[config.mk]
export PLATFORM = sky130hd
export DESIGN_NAME = seg_scan_driver
export DESIGN_NICKNAME = d
export VERILOG_FILES = /design/src/rtl/seg_pkg.sv /design/src/rtl/seg_hex_decode.sv /design/src/rtl/seg_scan_driver.sv
export SDC_FILE = /design/constraint.sdc
export NUM_CORES = 1
export LEC_CHECK = 0
export CAP_MARGIN = 20
export CELL_PAD_IN_SITES_DETAIL_PLACEMENT = 1
export CELL_PAD_IN_SITES_GLOBAL_PLACEMENT = 1
export CORE_MARGIN = 2
export CORE_UTILIZATION = 40
export DETAILED_ROUTE_END_ITERATION = 8
export PLACE_DENSITY = 0.68
export SLEW_MARGIN = 0
export SYNTH_ARGS = -nofsm -noshare
export SYNTH_HDL_FRONTEND = slang
export SYNTH_SLANG_ARGS = --single-unit
[constraint.sdc]
create_clock -name clk -period 4.29 [get_ports clk]
set_input_delay 0.858 -clock clk [delete_from_list [all_inputs] [get_ports clk]]
set_output_delay 0.858 -clock clk [all_outputs]
set_load 0.005 [all_outputs]
[src/rtl/seg_pkg.sv]
// Shared constants for the seven-segment scan driver: hex-to-segment table,
// the blank segment pattern and the digit-index width helper.
package seg_pkg;

    localparam logic [6:0] SEG_OFF = 7'b0000000;

    // Active-high a..g codes, entry 15 (F) first down to entry 0.
    localparam logic [15:0][6:0] SEG_TABLE = {
        7'b1000111, 7'b1001111, 7'b0111101, 7'b1001110,
        7'b0011111, 7'b1110111, 7'b1111011, 7'b1111111,
        7'b1110000, 7'b1011111, 7'b1011011, 7'b0110011,
        7'b1111001, 7'b1101101, 7'b0110000, 7'b1111110
    };

    function automatic int idx_width(input int n);
        return (n <= 1) ? 1 : $clog2(n);
    endfunction

endpackage

[src/rtl/seg_hex_decode.sv]
// Combinational hex digit to active-high seven-segment pattern.
module seg_hex_decode
    import seg_pkg::*;
(
    input  logic [3:0] hex,
    output logic [6:0] seg
);

    assign seg = SEG_TABLE[hex];

endmodule

[src/rtl/seg_scan_driver.sv]
// Time-multiplexed N-digit seven-segment driver with frame-aligned double
// buffering, leading-zero suppression and ghost blanking.
module seg_scan_driver
    import seg_pkg::*;
#(
    parameter int NUM_DIGITS     = 4,
    parameter int CLK_DIV        = 1000,
    parameter int BLANK_CYCLES   = 2,
    parameter int SEG_ACTIVE_LOW = 0,
    parameter int AN_ACTIVE_LOW  = 1
) (
    input  logic                    clk,
    input  logic                    rst_n,
    input  logic                    en,
    input  logic                    load,
    input  logic [4*NUM_DIGITS-1:0] value,
    input  logic [NUM_DIGITS-1:0]   dp_in,
    input  logic [NUM_DIGITS-1:0]   blank_mask,
    input  logic                    lz_suppress,
    output logic [6:0]              seg_out,
    output logic                    dp_out,
    output logic [NUM_DIGITS-1:0]   an_out,
    output logic                    frame_tick
);

    localparam int IW = idx_width(NUM_DIGITS);
    localparam int PW = $clog2(CLK_DIV);
    localparam logic [PW-1:0] PRESC_MAX = PW'(CLK_DIV - 1);
    localparam logic [IW-1:0] IDX_MAX   = IW'(NUM_DIGITS - 1);
    localparam logic          SEG_INV   = (SEG_ACTIVE_LOW != 0);
    localparam logic          AN_INV    = (AN_ACTIVE_LOW != 0);

    logic [PW-1:0] presc;
    logic [IW-1:0] idx;
    logic          slot_end, frame_wrap;

    logic [NUM_DIGITS-1:0][3:0] pend_val, disp_val;
    logic [NUM_DIGITS-1:0]      pend_dp, pend_bm, disp_dp, disp_bm;
    logic                       pend_vld;

    logic [NUM_DIGITS-1:0] lead_zero;
    logic                  zero_above;
    logic                  dark, in_blank, lit;
    logic [6:0]            seg_dec;

    assign slot_end   = en && (presc == PRESC_MAX);
    assign frame_wrap = slot_end && (idx == IDX_MAX);

    always_ff @(posedge clk or negedge rst_n) begin
        if (!rst_n) begin
            presc <= '0;
            idx   <= '0;
        end else if (!en) begin
            presc <= '0;
            idx   <= '0;
        end else if (slot_end) begin
            presc <= '0;
            idx   <= (idx == IDX_MAX) ? '0 : idx + 1'b1;
        end else begin
            presc <= presc + 1'b1;
        end
    end

    // A load on the wrap edge bypasses pending so it lands in this frame.
    always_ff @(posedge clk or negedge rst_n) begin
        if (!rst_n) begin
            pend_val <= '0;
            pend_dp  <= '0;
            pend_bm  <= '0;
            pend_vld <= 1'b0;
            disp_val <= '0;
            disp_dp  <= '0;
            disp_bm  <= '0;
        end else begin
            if (load) begin
                pend_val <= value;
                pend_dp  <= dp_in;
                pend_bm  <= blank_mask;
            end
            if (frame_wrap) begin
                pend_vld <= 1'b0;
                if (load) begin
                    disp_val <= value;
                    disp_dp  <= dp_in;
                    disp_bm  <= blank_mask;
                end else if (pend_vld) begin
                    disp_val <= pend_val;
                    disp_dp  <= pend_dp;
                    disp_bm  <= pend_bm;
                end
            end else if (load) begin
                pend_vld <= 1'b1;
            end
        end
    end

    // lead_zero[i]: every display digit at or above i is zero.
    always_comb begin
        zero_above = 1'b1;
        lead_zero  = '0;
        for (int i = NUM_DIGITS - 1; i >= 0; i--) begin
            zero_above   = zero_above && (disp_val[i] == 4'h0);
            lead_zero[i] = zero_above;
        end
    end

    assign dark     = disp_bm[idx] || (lz_suppress && (idx != '0) && lead_zero[idx]);
    assign in_blank = (presc < PW'(BLANK_CYCLES));
    assign lit      = en && !in_blank && !dark;

    seg_hex_decode u_dec (
        .hex (disp_val[idx]),
        .seg (seg_dec)
    );

    always_ff @(posedge clk or negedge rst_n) begin
        if (!rst_n) begin
            seg_out    <= SEG_OFF ^ {7{SEG_INV}};
            dp_out     <= SEG_INV;
            an_out     <= {NUM_DIGITS{AN_INV}};
            frame_tick <= 1'b0;
        end else begin
            seg_out    <= (lit ? seg_dec : SEG_OFF) ^ {7{SEG_INV}};
            dp_out     <= (lit && disp_dp[idx]) ^ SEG_INV;
            an_out     <= (lit ? (NUM_DIGITS'(1) << idx) : '0) ^ {NUM_DIGITS{AN_INV}};
            frame_tick <= frame_wrap;
        end
    end

endmodule

* After elaboration in Yosys (flattened, before gate mapping)
Memories as Yosys holds them, arrays and structs flattened.
Index checks and enable logic that the tools add are counted.
W data, S select, Z words.
** Storage, ports and cells
- Bits in registers :: 74
- ROM bits :: 112
- Output and inout port bits :: 13
- Logic and storage cells :: 75
- Memories kept :: 1
** Operators by class
- Add/sub/neg operators :: 2
- Order comparisons :: 3
- Equality and inequality tests :: 3
- Shift-type cells :: 1
- Multiplexer cells :: 24
- Bitwise operators :: 1
- Reductions and logical operators :: 21
** Memories
- (no name shown) :: depth 16, width 7, rd ports 1, clocked after Yosys merged registers in 0, wr ports 0, RTL line seg_hex_decode.sv:9 : assign seg = SEG_TABLE[hex];
** Operators by type and width (number)
- $mux W16 :: 2
- $mux W4 :: 6
- $mux W10 :: 2
- $logic_not A4 Y1 :: 4
- $mux W7 :: 2
- $add A10 B1 Y10 const B :: 1
- $eq A10 B10 Y1 const B :: 1
- $logic_and A1 B1 Y1 :: 10
- $lt A10 B2 Y1 const B :: 1
- $bmux W4 S2 :: 1
- $bmux W1 S2 :: 3
- $mux W2 :: 3
- $reduce_bool A2 Y1 :: 3
- $lt A4 B5 Y1 const B :: 1
- $mux W1 :: 5
- $not A4 Y4 :: 1
- $shl A1 B2 Y4 const A :: 1
- $lt A2 B3 Y1 const B :: 1
- $add A2 B1 Y2 const B :: 1
- $eq A2 B2 Y1 const B :: 1
- $logic_not A1 Y1 :: 2
- $ne A2 B1 Y1 const B :: 1
- $reduce_and A2 Y1 :: 1
- $logic_or A1 B1 Y1 :: 1

* Logic depth before layout (Yosys ltp)
- Depth in word-level cells :: 12
- Gate-level depth with buffers :: 8

* Modules after synthesis
From an unflattened synthesis, not the netlist that was laid out.
** Unflattened totals
- Cell total of the unflattened synthesis :: 248
- Area total of the unflattened synthesis :: 3475.8 um^2
** Modules (own cells, without submodules)
- seg_scan_driver :: times used 1, cells an instance 215, area an instance 3188.1 um^2
- seg_hex_decode :: times used 1, cells an instance 33, area an instance 287.8 um^2

* Worst setup path before layout
No wires, ideal clock.
- Path type :: register to register
- Start point :: register idx[0]
- End point :: register seg_out[4]
- Library setup time :: 0.153 ns
- Arrival time :: 1.938 ns
- Data required time :: 4.137 ns
- Setup slack :: 2.199 ns
- Cell stages (with the launch flop) :: 9
- Period minus slack after synthesis :: 2.091 ns
- Path through :: dfrtp_1 -> buf_2 -> mux4_2 -> inv_1 -> ha_1 -> inv_1 -> or3_1 -> o21ai_0 -> nor3_1
** Between the ends
- Word-level cells in the longest chain between the ends :: 7
- Elaborated cells on any way between the ends :: 15
- Those cells by class :: mux (8); reduce/logical (6); memory (1)
** Ends and longest elaborated chain
- start: declaration :: RTL line seg_scan_driver.sv:34 : logic [IW-1:0] idx;
- start signal: assignment :: RTL line seg_scan_driver.sv:58 : idx <= (idx == IDX_MAX) ? '0 : idx + 1'b1;
- parallel branches: the longest is 6 deep, another holds $mem_v2 Z16 W7
- $mux W7 (*) :: RTL line seg_scan_driver.sv:123 : seg_out <= (lit ? seg_dec : SEG_OFF) ^ {7{SEG_INV}};
- end signal: assignment :: RTL line seg_scan_driver.sv:118 : seg_out <= SEG_OFF ^ {7{SEG_INV}};
- end signal: assignment :: RTL line seg_scan_driver.sv:123
- end: declaration :: RTL line seg_scan_driver.sv:20 : output logic [6:0] seg_out,
Mark *: on every way between the ends. The select of a mux whose other input is x is not followed.
A chain may end at the register's enable or synchronous reset.

* Final worst setup path
- Start point :: input port load
- End point :: register disp_val[8] (netlist name)
** Between the ends
- Word-level cells in the longest chain between the ends :: 2
- Elaborated cells on any way between the ends :: 3
- Those cells by class :: mux (1); reduce/logical (2)
** Ends and longest elaborated chain
- start: declaration :: RTL line seg_scan_driver.sv:15 : input logic load,
- $reduce_bool A2 Y1 (no source line)
- $reduce_and A2 Y1 (no source line)
- end signal: assignment :: RTL line seg_scan_driver.sv:83 : disp_val <= value;
- end signal: assignment :: RTL line seg_scan_driver.sv:87 : disp_val <= pend_val;
- end: declaration :: RTL line seg_scan_driver.sv:37 : logic [NUM_DIGITS-1:0][3:0] pend_val, disp_val;
Parallel ways exist; a longest one is shown, timed or not.

==> flow_summary.ini <==
[detailed_routing]
wl_per_cell_um = 15.90
ant_nets = 0
drc = 0
vias_per_cell = 5.099
drt_iter0_markers = 67
drtPass1Iterations = 4
finalWirelength_um = 6409
vias = 2055

[run]
cap_viol_max_count = 0

[setup_path]
max_stage_delay_ns = 0.46
cp-end-kind = flop
rrSetupSlack_ns = 1.92
worstPathArrival_ns = 2.66
crit_start = load
cpMostUsedCell = buf_4
critical_path.cell_chain = clkdlybuf4s50_1 -> buf_4 -> nor2_1 -> or3_1 -> buf_4 -> mux2_4
r2r_cells = 7
critPathMaxFanout = 25
required_ns = 4.51
critPathKind = input pin to flop
r2r-end = seg_out[4]
cp_slowest_cell = clkdlybuf4s50_1
reg2reg_from = idx[0]
crit_end = disp_val[8]
critPathLaunchType = input pin

[power_and_ir_drop]
p_per_area_mw_per_mm2 = 321.6
p_clk_frac = 0.357
switchingPower_uw = 303.3
share_seq_of_total_power = 0.561
p_int_mw = 1.009
power.leakage_nw = 1.816
ir_drop_uv = 189.1
switching_share = 0.2311
combPwrFrac = 0.082

[clocking]
clock_sinks = 74
cts_max_level = 3
cts_tree = yes
cts_resized = 0
root_buffer = clkbuf_8
post_cts_buffers = 0
cts.clk_slew.worst_paths_ns = 0.07
holdBufCountCts = 0
clk_latency_ns = 0.34
clockBufferDepth = 2
cts_made_buffers = 9

[timing]
clock.fmax_ghz = 0.4100
fin_crit_ns = 2.439
final_hold_viol_count = 0
fin_skew_ns = 0.009523
tns_ns = 0
rsz0062_at_grt = no
slew_viol_final = 0
max_slew.worst_pin.slew_ns = 0.9409
final.period_utilization = 0.5685
setup_viol = 0
slew_headroom = 0.3689

[worst_hold_path]
hold_class = flop to flop

[floorplan]
num_rows = 33
pin_count = 42
core_area_mm2 = 0.008299
start_util = 0.4149
die_h_um = 96.78
die_x_um = 96.78
dieArea_mm2 = 0.009366

[global_routing]
antenna_found_initial = 0
grt-ovfl-total = 0
track_usage = 0.1473
grt_pass1_wl_um = 11030
grt_max_degree = 37
grt_pass1_vias = 2269

[final_layout]
design_area_mm2 = 0.004081
antenna_cells = 0
area_growth_pct = 18.53
final_nets = 333
final_core_util = 0.4918
drive_above_1_share = 0.2852

[placement]
place_congestion = 0.7121
placed_cell_area_mm2 = 0.003913
port-buffer-count = 41
dp_hpwl_um = 4557

[synth]
avgSynthCellArea_um2 = 13.88
async_flop_share = 1.000
ys_seq_elements = 74
synth_flop_cell = dfrtp_1
netlist_area_mm2 = 0.003443
synth_cell_type_count = 39
synth_edf_count = 0
synth-warning-count = 0
syn_nets = 287
seq_area_frac_synth = 0.5392
syn_inst = 248

[outcome]
outcome = complete, no violations
==> placed cells by master, fill, tap and decap left out, types with 2 or more instances in the layout <==
cell	count
clkdlybuf4s50_1	40
buf_4	4
xnor2_1	5
nor3_1	5
clkbuf_8	10
mux2i_1	8
o21ai_0	2
inv_1	7
mux2_2	29
nor4_1	9
and2_1	3
or3_1	2
dfstp_2	4
nor2b_1	4
ha_1	10
mux2_4	20
nor2_1	13
dfrtp_1	70
nand2_1	9
mux4_2	5
clkinv_2	3
a21oi_1	3
xor2_1	3
and3_1	4
nand3_1	8
or2_2	2
==> power groups by stage <==
stage               combinational (mW)  sequential [mW]  clock [mW]
detailed placement               0.110            0.751           0
finish                           0.107            0.737       0.469
global placement                 0.108            0.749           0
global route                     0.119            0.740       0.512
CTS                              0.111            0.737       0.491
floorplan                       0.0466            0.749           0
==> per-stage QoR <==
stage                     setup slack (ns)  cells  power, mW  hold slack, ns
after floorplan                      2.199    248     0.7959          0.4329
after global placement               1.520    388     0.8578          0.4488
after detailed placement             1.488    388     0.8617          0.4592
after CTS                            1.841    403      1.340          0.4688
after global routing                 1.621    403      1.371          0.5012
final                                1.851    403      1.313          0.4664
==> Yosys cell counts (2+ instances only) <==
cell	number	share of area
dfrtp_1	70	0.51
mux2_2	29	0.095
mux2_4	20	0.087
nor2_1	13	0.014
ha_1	10	0.036
nand2_1	9	0.0098
nor4_1	9	0.016
mux2i_1	8	0.023
nand3_1	8	0.012
inv_1	7	0.0076
mux4_2	5	0.033
nor3_1	5	0.0073
xnor2_1	5	0.013
and3_1	4	0.0073
buf_2	4	0.0058
dfstp_2	4	0.031
nor2b_1	4	0.0073
a21oi_1	3	0.0044
and2_1	3	0.0055
xor2_1	3	0.0076
buf_12	2	0.012
buf_4	2	0.0044
buf_6	2	0.0065
o21ai_0	2	0.0029
or2_2	2	0.0036
or3_1	2	0.0036
==> worst min-delay path by stage <==
stage	start	to	slack (ns)	depth (start not counted)
floorplan	presc[0]	presc[0]	0.43	1
global placement	presc[0]	presc[0]	0.45	1
detailed placement	presc[0]	presc[0]	0.46	1
CTS	presc[0]	presc[0]	0.47	1
global route	presc[0]	presc[0]	0.50	1
finish	presc[0]	presc[0]	0.47	1
==> sequential cells by signal, indices dropped and copies added (netlist names), 2 cells and up <==
name      cells
disp_val     16
pend_val     16
presc        10
seg_out       7
an_out        4
disp_bm       4
disp_dp       4
pend_bm       4
pend_dp       4
idx           2
==> final cells by class <==
class                   instances  area, um2
inverters                       7      26.28
flip-flops and latches         74       1857
well taps                     105      131.4
fillers                       867       4218
clock inverters                 5      31.28
clock buffers                  10      137.6
multi-input cells             157       1463
repair buffers                 45      435.4
==> worst max-delay path: cells and delay by family <==
family | cells | cell delay, ns
buffers and inverters | 3 | 1.03
multiplexers | 1 | 0.34
AND/OR/NAND/NOR | 2 | 0.42
==> per-layer routing <==
| layer | global-route usage | vias to the layer above | share of wire |
|---|---|---|---|
| li1 | - | 968 | - |
| met1 | 0.1892 | 1044 | 0.47 |
| met2 | 0.2388 | 39 | 0.48 |
| met3 | 0.04046 | 4 | 0.037 |
| met4 | 0.05525 | 0 | 0.011 |
| met5 | 0 | - | 0 |
==> cell families after synthesis <==
| family | share of synthesized area |
|---|---|
| flops | 0.5392 |
| xor+xnor | 0.02035 |
| buf+inv | 0.03597 |
| simple gates | 0.1065 |
| compound gates | 0.02362 |
| mux | 0.2380 |
| fa+ha+maj | 0.03634 |
Note: power is estimated with default switching activity, not from simulation.
